File: config.mk
export PLATFORM = sky130hd
export DESIGN_NAME = leds_racer_game_core
export DESIGN_NICKNAME = d
export VERILOG_FILES = /design/src/rtl/leds_racer_pkg.sv /design/src/rtl/leds_racer_debouncer.sv /design/src/rtl/leds_racer_game_core.sv
export SDC_FILE = /design/constraint.sdc
export NUM_CORES = 1
export LEC_CHECK = 0
export ABC_AREA = 0
export ABC_CLOCK_PERIOD_IN_PS = 6100
export BUFFER_PORTS_ARGS = -buffer_cell sky130_fd_sc_hd__buf_2
export CAP_MARGIN = 20
export CORE_MARGIN = 2
export CORE_UTILIZATION = 41
export CTS_CLUSTER_DIAMETER = 80
export CTS_CLUSTER_SIZE = 14
export DETAILED_ROUTE_END_ITERATION = 6
export MAX_ROUTING_LAYER = met4
export PLACE_DENSITY_LB_ADDON = 0.2
export SLEW_MARGIN = 20
export SYNTH_ARGS = -nofsm -noshare
export SYNTH_HDL_FRONTEND = slang
export SYNTH_SLANG_ARGS = --single-unit
File: constraint.sdc
create_clock -name CLK -period 6.1 [get_ports CLK]
set_input_delay 0.915 -clock CLK [delete_from_list [all_inputs] [get_ports CLK]]
set_output_delay 0.915 -clock CLK [all_outputs]
set_load 0.01 [all_outputs]
File: src/rtl/leds_racer_pkg.sv
// LED racer shared definitions.
// State encodings, width helpers and default parameter values.
package leds_racer_pkg;

  typedef enum logic [1:0] {
    ST_MENU = 2'd0,
    ST_PLAY = 2'd1,
    ST_WIN  = 2'd2,
    ST_BAD  = 2'd3
  } state_e;

  localparam int DEF_N_PLAYERS       = 4;
  localparam int DEF_LED_COUNT       = 64;
  localparam int DEF_DEBOUNCE_CYCLES = 50000;

  function automatic int clog2(input int v);
    int r;
    r = 0;
    for (int i = 0; i < 31; i++) begin
      if ((1 << i) < v) r = i + 1;
    end
    return r;
  endfunction

  function automatic int max1(input int v);
    return (v < 1) ? 1 : v;
  endfunction

endpackage

File: src/rtl/leds_racer_debouncer.sv
// Per-button synchroniser, debounce counter and rise pulse.
// A button held through reset must be seen released before it can fire.
module leds_racer_debouncer
  import leds_racer_pkg::*;
#(
  parameter int DEBOUNCE_CYCLES = DEF_DEBOUNCE_CYCLES
) (
  input  logic i_clk,
  input  logic i_rst,
  input  logic i_btn,
  output logic o_level,
  output logic o_rise
);

  localparam int CW = max1(clog2(DEBOUNCE_CYCLES + 1));
  localparam logic [CW-1:0] CNT_LAST = CW'(DEBOUNCE_CYCLES - 1);

  logic [1:0]    r_sync;
  logic [1:0]    r_vld;
  logic          r_armed;
  logic [CW-1:0] r_cnt;
  logic          r_level;
  logic          r_rise;

  always_ff @(posedge i_clk) begin
    if (i_rst) begin
      r_sync  <= '0;
      r_vld   <= '0;
      r_armed <= 1'b0;
      r_cnt   <= '0;
      r_level <= 1'b0;
      r_rise  <= 1'b0;
    end else begin
      r_sync <= {r_sync[0], i_btn};
      r_vld  <= {r_vld[0], 1'b1};
      r_rise <= 1'b0;
      // Until armed, count a settled low run on real synchroniser samples.
      if (!r_armed) begin
        if (r_vld[1] && !r_sync[1]) begin
          if (r_cnt == CNT_LAST) begin
            r_armed <= 1'b1;
            r_cnt   <= '0;
          end else begin
            r_cnt <= r_cnt + 1'b1;
          end
        end else begin
          r_cnt <= '0;
        end
      end else if (r_sync[1] != r_level) begin
        if (r_cnt == CNT_LAST) begin
          r_level <= r_sync[1];
          r_rise  <= r_sync[1];
          r_cnt   <= '0;
        end else begin
          r_cnt <= r_cnt + 1'b1;
        end
      end else begin
        r_cnt <= '0;
      end
    end
  end

  assign o_level = r_level;
  assign o_rise  = r_rise;

endmodule

File: src/rtl/leds_racer_game_core.sv
// LED racer game core: debounced inputs, race FSM, positions,
// winner selection and coalesced frame requests.
module leds_racer_game_core
  import leds_racer_pkg::*;
#(
  parameter int N_PLAYERS       = DEF_N_PLAYERS,
  parameter int LED_COUNT       = DEF_LED_COUNT,
  parameter int DEBOUNCE_CYCLES = DEF_DEBOUNCE_CYCLES,
  localparam int POS_W          = clog2(LED_COUNT),
  localparam int PID_W          = max1(clog2(N_PLAYERS))
) (
  input  logic                         CLK,
  input  logic                         FORCE_RESET,
  input  logic [N_PLAYERS-1:0]         BTN,
  input  logic                         FRAME_BUSY,
  output logic [N_PLAYERS*POS_W-1:0]   POSITIONS,
  output logic [1:0]                   GAME_STATE,
  output logic                         WINNER_VALID,
  output logic [PID_W-1:0]             WINNER_ID,
  output logic                         UPDATE_FRAME,
  output logic [N_PLAYERS-1:0]         PLAYER_RTP
);

  localparam logic [POS_W-1:0] POS_MAX = POS_W'(LED_COUNT - 1);

  logic [N_PLAYERS-1:0] w_level;
  logic [N_PLAYERS-1:0] w_press;

  for (genvar g = 0; g < N_PLAYERS; g++) begin : g_db
    leds_racer_debouncer #(
      .DEBOUNCE_CYCLES(DEBOUNCE_CYCLES)
    ) u_db (
      .i_clk  (CLK),
      .i_rst  (FORCE_RESET),
      .i_btn  (BTN[g]),
      .o_level(w_level[g]),
      .o_rise (w_press[g])
    );
  end

  state_e           r_state;
  logic [POS_W-1:0] r_pos [N_PLAYERS];
  logic [PID_W-1:0] r_wid;
  logic             r_rel;
  logic             r_pend;
  logic             r_upd;

  state_e           w_nstate;
  logic [POS_W-1:0] w_npos [N_PLAYERS];
  logic [PID_W-1:0] w_nwid;
  logic             w_nrel;
  logic             w_hit;
  logic [PID_W-1:0] w_hit_id;
  logic             w_change;
  logic [N_PLAYERS*POS_W-1:0] w_pos_flat;

  always_comb begin
    w_nstate = r_state;
    w_npos   = r_pos;
    w_nwid   = r_wid;
    w_nrel   = r_rel;
    w_hit    = 1'b0;
    w_hit_id = '0;
    // Descending scan leaves the lowest finishing index.
    for (int i = N_PLAYERS - 1; i >= 0; i--) begin
      if (r_pos[i] == POS_MAX) begin
        w_hit    = 1'b1;
        w_hit_id = PID_W'(i);
      end
    end
    case (r_state)
      ST_MENU: begin
        if (|w_press) w_nstate = ST_PLAY;
      end
      ST_PLAY: begin
        for (int i = 0; i < N_PLAYERS; i++) begin
          if (w_press[i] && r_pos[i] != POS_MAX)
            w_npos[i] = r_pos[i] + 1'b1;
        end
        if (w_hit) begin
          w_nstate = ST_WIN;
          w_nwid   = w_hit_id;
          w_nrel   = 1'b0;
        end
      end
      ST_WIN: begin
        if (!r_rel) begin
          w_nrel = ~|w_level;
        end else if (|w_press) begin
          w_nstate = ST_MENU;
          w_nwid   = '0;
          for (int i = 0; i < N_PLAYERS; i++) w_npos[i] = '0;
        end
      end
      default: w_nstate = ST_MENU;
    endcase
  end

  always_comb begin
    w_change = (w_nstate != r_state);
    for (int i = 0; i < N_PLAYERS; i++) begin
      if (w_npos[i] != r_pos[i]) w_change = 1'b1;
    end
  end

  always_ff @(posedge CLK) begin
    if (FORCE_RESET) begin
      r_state <= ST_MENU;
      for (int i = 0; i < N_PLAYERS; i++) r_pos[i] <= '0;
      r_wid  <= '0;
      r_rel  <= 1'b0;
      r_pend <= 1'b1;
      r_upd  <= 1'b0;
    end else begin
      r_state <= w_nstate;
      r_pos   <= w_npos;
      r_wid   <= w_nwid;
      r_rel   <= w_nrel;
      r_upd   <= r_pend & ~FRAME_BUSY;
      r_pend  <= w_change | (r_pend & FRAME_BUSY);
    end
  end

  always_comb begin
    w_pos_flat = '0;
    for (int i = 0; i < N_PLAYERS; i++)
      w_pos_flat[i*POS_W +: POS_W] = r_pos[i];
  end

  assign POSITIONS    = w_pos_flat;
  assign GAME_STATE   = r_state;
  assign WINNER_VALID = (r_state == ST_WIN);
  assign WINNER_ID    = r_wid;
  assign UPDATE_FRAME = r_upd;
  assign PLAYER_RTP   = w_press;

endmodule

==> results.txt <==
The post-synth design cell area came out at 5753 µm². The floorplan has 43 rows. The path class of the tightest hold or removal check is flip-flop to flip-flop. The deepest level of the CTS H-tree is 4. In the routed layout, each cell is associated on average with a via count of 5.501. The most used flip-flop cell after synthesis is dfxtp_1. The later-pin clock latency in the skew report came out at 0.41 ns. By area the synthesized netlist is led by dfxtp_1 (41%), nor2_1 (7.5%), xor2_1 (5.2%). The final worst slack came out at 3.351 ns. The root buffer cell chosen for the clock tree is clkbuf_16.

For this run, asynchronously set or reset flops after synthesis account for 0%. VDD sags by at most 160.7 µV. The clock sink total is 117. Setup repair after global routing left no endpoint under its margin. The initial antenna violation count came out at 0. The setup slack of the most critical reg-to-reg path is 3.35 ns. The flow ran to the end, and the final reports show no timing, DRC or antenna violations.

The count of different cell masters after synthesis came out at 59. The number of nets handed over by synthesis was 713. The total via count in the routed design came out at 5,006. Synthesis produced 694 cells. The largest total area in the synthesized netlist belongs to dfxtp_1. The number of input and output port buffers inserted came out at 40. Hold repair after CTS inserted 0 buffers. Headroom to the max-slew limit came out at 53.87%.

The starting utilization of the core area is 41.77%. The total negative slack came out at 0 ns. At the worst endpoint, the required time is 6.37 ns.

For this design the static power due to leakage is 2.378 nW. For this run the aggregate overflow at the end of global routing stands at 0. TritonCTS built the clock tree. TritonCTS created 17 clock buffers.

The number of iterations in the first detailed-routing pass came out at 5. The tool flagged a number of max-cap violations equal to 0. The antenna diode instance count came out at 0. The number of nets with antenna violations after routing came out at 0.

The total track usage is 19.18%. After the first detailed-routing iteration, the DRC count stood at 368. The buffers inserted during post-CTS setup optimization is 0.

The overall die width is 122.5 µm. At the pin with the least slew margin, the transition time is 0.6903 ns. The sort of element at the start of the critical path is a flip-flop.

The top fanout value on the critical path came out at 19. Dividing the detail-routed wire length by the instance count gives 14.75 µm. The critical path is of the flip-flop to flip-flop type. The number of ports placed on the die boundary is 41. In this run the vertical extent of the chip is 122.5 µm. The worst setup timing slack at the placement stage is 3.397 ns. The power density of the placed cells came out at 270.0 nW/µm².

The final wirelength is 13,430 µm. The number of synthesized flops with an enable pin is 0. Setup violations remaining at the end of the flow were counted as 0. Based on the critical path, the design can be clocked at up to 363.7 MHz.

The via count of the first global-routing pass was 4,597. The number of nets at the end of the flow is 737. The clock-pin slew reported for the worst setup and hold paths after clock tree synthesis came out at 0.05 ns. In the final layout, the share of cells above drive strength 1 is 11.51%. The global-route wire length before repair is 22,290 µm. The final-report max-slew violation count is 0. The post-layout minimum cycle time is 2.749 ns. Entering global routing, the biggest net connects 53 pins. Relative to the synthesized area, the layout overhead comes to 14.48%. The global placement routability congestion is 0.9219. The core footprint came out at 13,770 µm². The area share of the largest cell type after synthesis is 40.71%. The worst path uses 45.07% of the clock period. Once the clock tree was built, the resizer swapped 0 gates to a different size.

The post-synthesis area per instance came out at 8.290 µm². The maximum clock insertion buffer count came out at 2. The post-synthesis register bit count came out at 117.

STA puts the critical path data arrival time at 3.02 ns. The final count of hold timing violations came to 0. The count of warnings emitted by yosys is 0. The register area share after synthesis is 40.71%. The die covers 15,000 µm². STA classifies the critical path endpoint as a flip-flop. The final hold slack is 0.4370 ns. The worst clock skew is 0.004392 ns.

For this run, design rule violations remaining after detail routing come to 0. The placed wire-length estimate is 9246 µm.
cells in the mapped netlist (all sizes together) (2+ instances only):
cell / count
dfxtp: 117
nor2: 115
nand2: 54
nand3: 39
xor2: 34
buf: 26
a21oi: 24
and3: 23
inv: 23
o21ai: 23
nor3: 22
xnor2: 20
nand4: 17
a31oi: 12
clkbuf: 12
ha: 12
mux2i: 12
nor2b: 12
or3: 9
and2: 8
nor4: 8
a22oi: 6
a311oi: 5
a32oi: 5
and4: 5
nand2b: 5
a211oi: 4
nor4b: 4
o31ai: 4
a21boi: 3
a21o: 3
a221oi: 3
nand3b: 3
o221a: 3
o32ai: 3
o41ai: 3
a2111oi: 2
a41oi: 2
o22ai: 2
where the power goes:
part	internal [mW]	total, mW	switching [mW]	leakage [nW]
sequential	0.770	0.774	0.00360	0.945
clock	0.641	0.981	0.340	0.279
combinational	0.00730	0.0230	0.0157	1.15
total	1.42	1.78	0.359	2.38
critical path, stage by stage (launching register included):
cell and delay (ns):
dfxtp_1 0.37, inv_1 0.13, ha_1 0.49, nand2_1 0.56, o221a_2 0.46, a221oi_1 0.20
nand4_1 0.13, nor2_1 0.15, o2111ai_1 0.12
layout by cell type (no fill, tap or decap), types with 9 or more instances in the layout:
master	count
o21ai_0	21
dfxtp_1	117
nand4_1	17
and3_1	22
or3_1	9
nor2_1	115
ha_1	12
nor2b_1	12
clkbuf_16	17
a21oi_1	24
buf_2	40
xor2_1	34
a31oi_1	12
nor3_1	22
mux2i_1	12
xnor2_1	20
inv_1	23
nand2_1	54
nand3_1	39
cell type report:
type / count / area [µm²]
well taps: 180 / 225.2
fillers: 1371 / 7187
repair buffers: 43 / 222.7
clock buffers: 24 / 491.7
inverters: 23 / 86.33
clock inverters: 7 / 96.34
flip-flops and latches: 117 / 2342
multi-input cells: 516 / 3122
flip-flops by register name, summed over array words and instances, names as in the netlist:
| register | cells |
|---|---|
| g_db.u_db.r_sync | 8 |
| g_db.u_db.o_level | 4 |
| GAME_STATE | 2 |
| WINNER_ID | 2 |
| POSITIONS | 24 |
| r_rel | 1 |
| r_pend | 1 |
| UPDATE_FRAME | 1 |
| g_db.u_db.r_cnt | 64 |
| g_db.u_db.r_vld | 2 |
| g_db.u_db.o_rise | 4 |
| g_db.u_db.r_armed | 4 |
worst paths after layout:
check,start,to,depth (start not counted)
max,GAME_STATE[1],r_pend,8
min,g_db[3].u_db.r_sync[0],g_db[3].u_db.r_sync[1],1
max reg2reg,GAME_STATE[1],r_pend,8
min reg2reg,g_db[3].u_db.r_sync[0],g_db[3].u_db.r_sync[1],1
stage by stage:
step | util (%) | total power, mW | area (µm²) | std cells
3_5_place_dp | 43.55 | 0.8131 | 5998 | 879
2_1_floorplan | - | 0.8060 | 5753 | 694
4_1_cts | 47.82 | 1.797 | 6586 | 910
3_3_place_gp | 43.55 | 0.8124 | 5998 | 879
6_report | 47.82 | 1.778 | 6586 | 910
5_1_grt | 47.82 | 1.840 | 6586 | 910
routing by layer:
layer	vias to the layer above	wire [µm]	global-route usage, %
met5	-	0	-
met4	0	211	6.897
met3	20	782	5.762
met2	145	6253	29.03
met1	2343	6179	24.24
li1	2498	-	-
kinds of logic (layout without fill, tap and decap cells):
family	count (synthesis)	after routing	synth area share, %
AND/OR/NAND/NOR	329	329	27.77
flip-flops	117	117	40.71
AO/OA/AOI/OAI	109	109	13.57
buffers and inverters	61	97	5.024
XOR/XNOR	54	54	8.221
adder cells (fa/ha/maj)	12	12	2.610
multiplexers	12	12	2.088
Note: power is estimated with default switching activity, not from simulation.
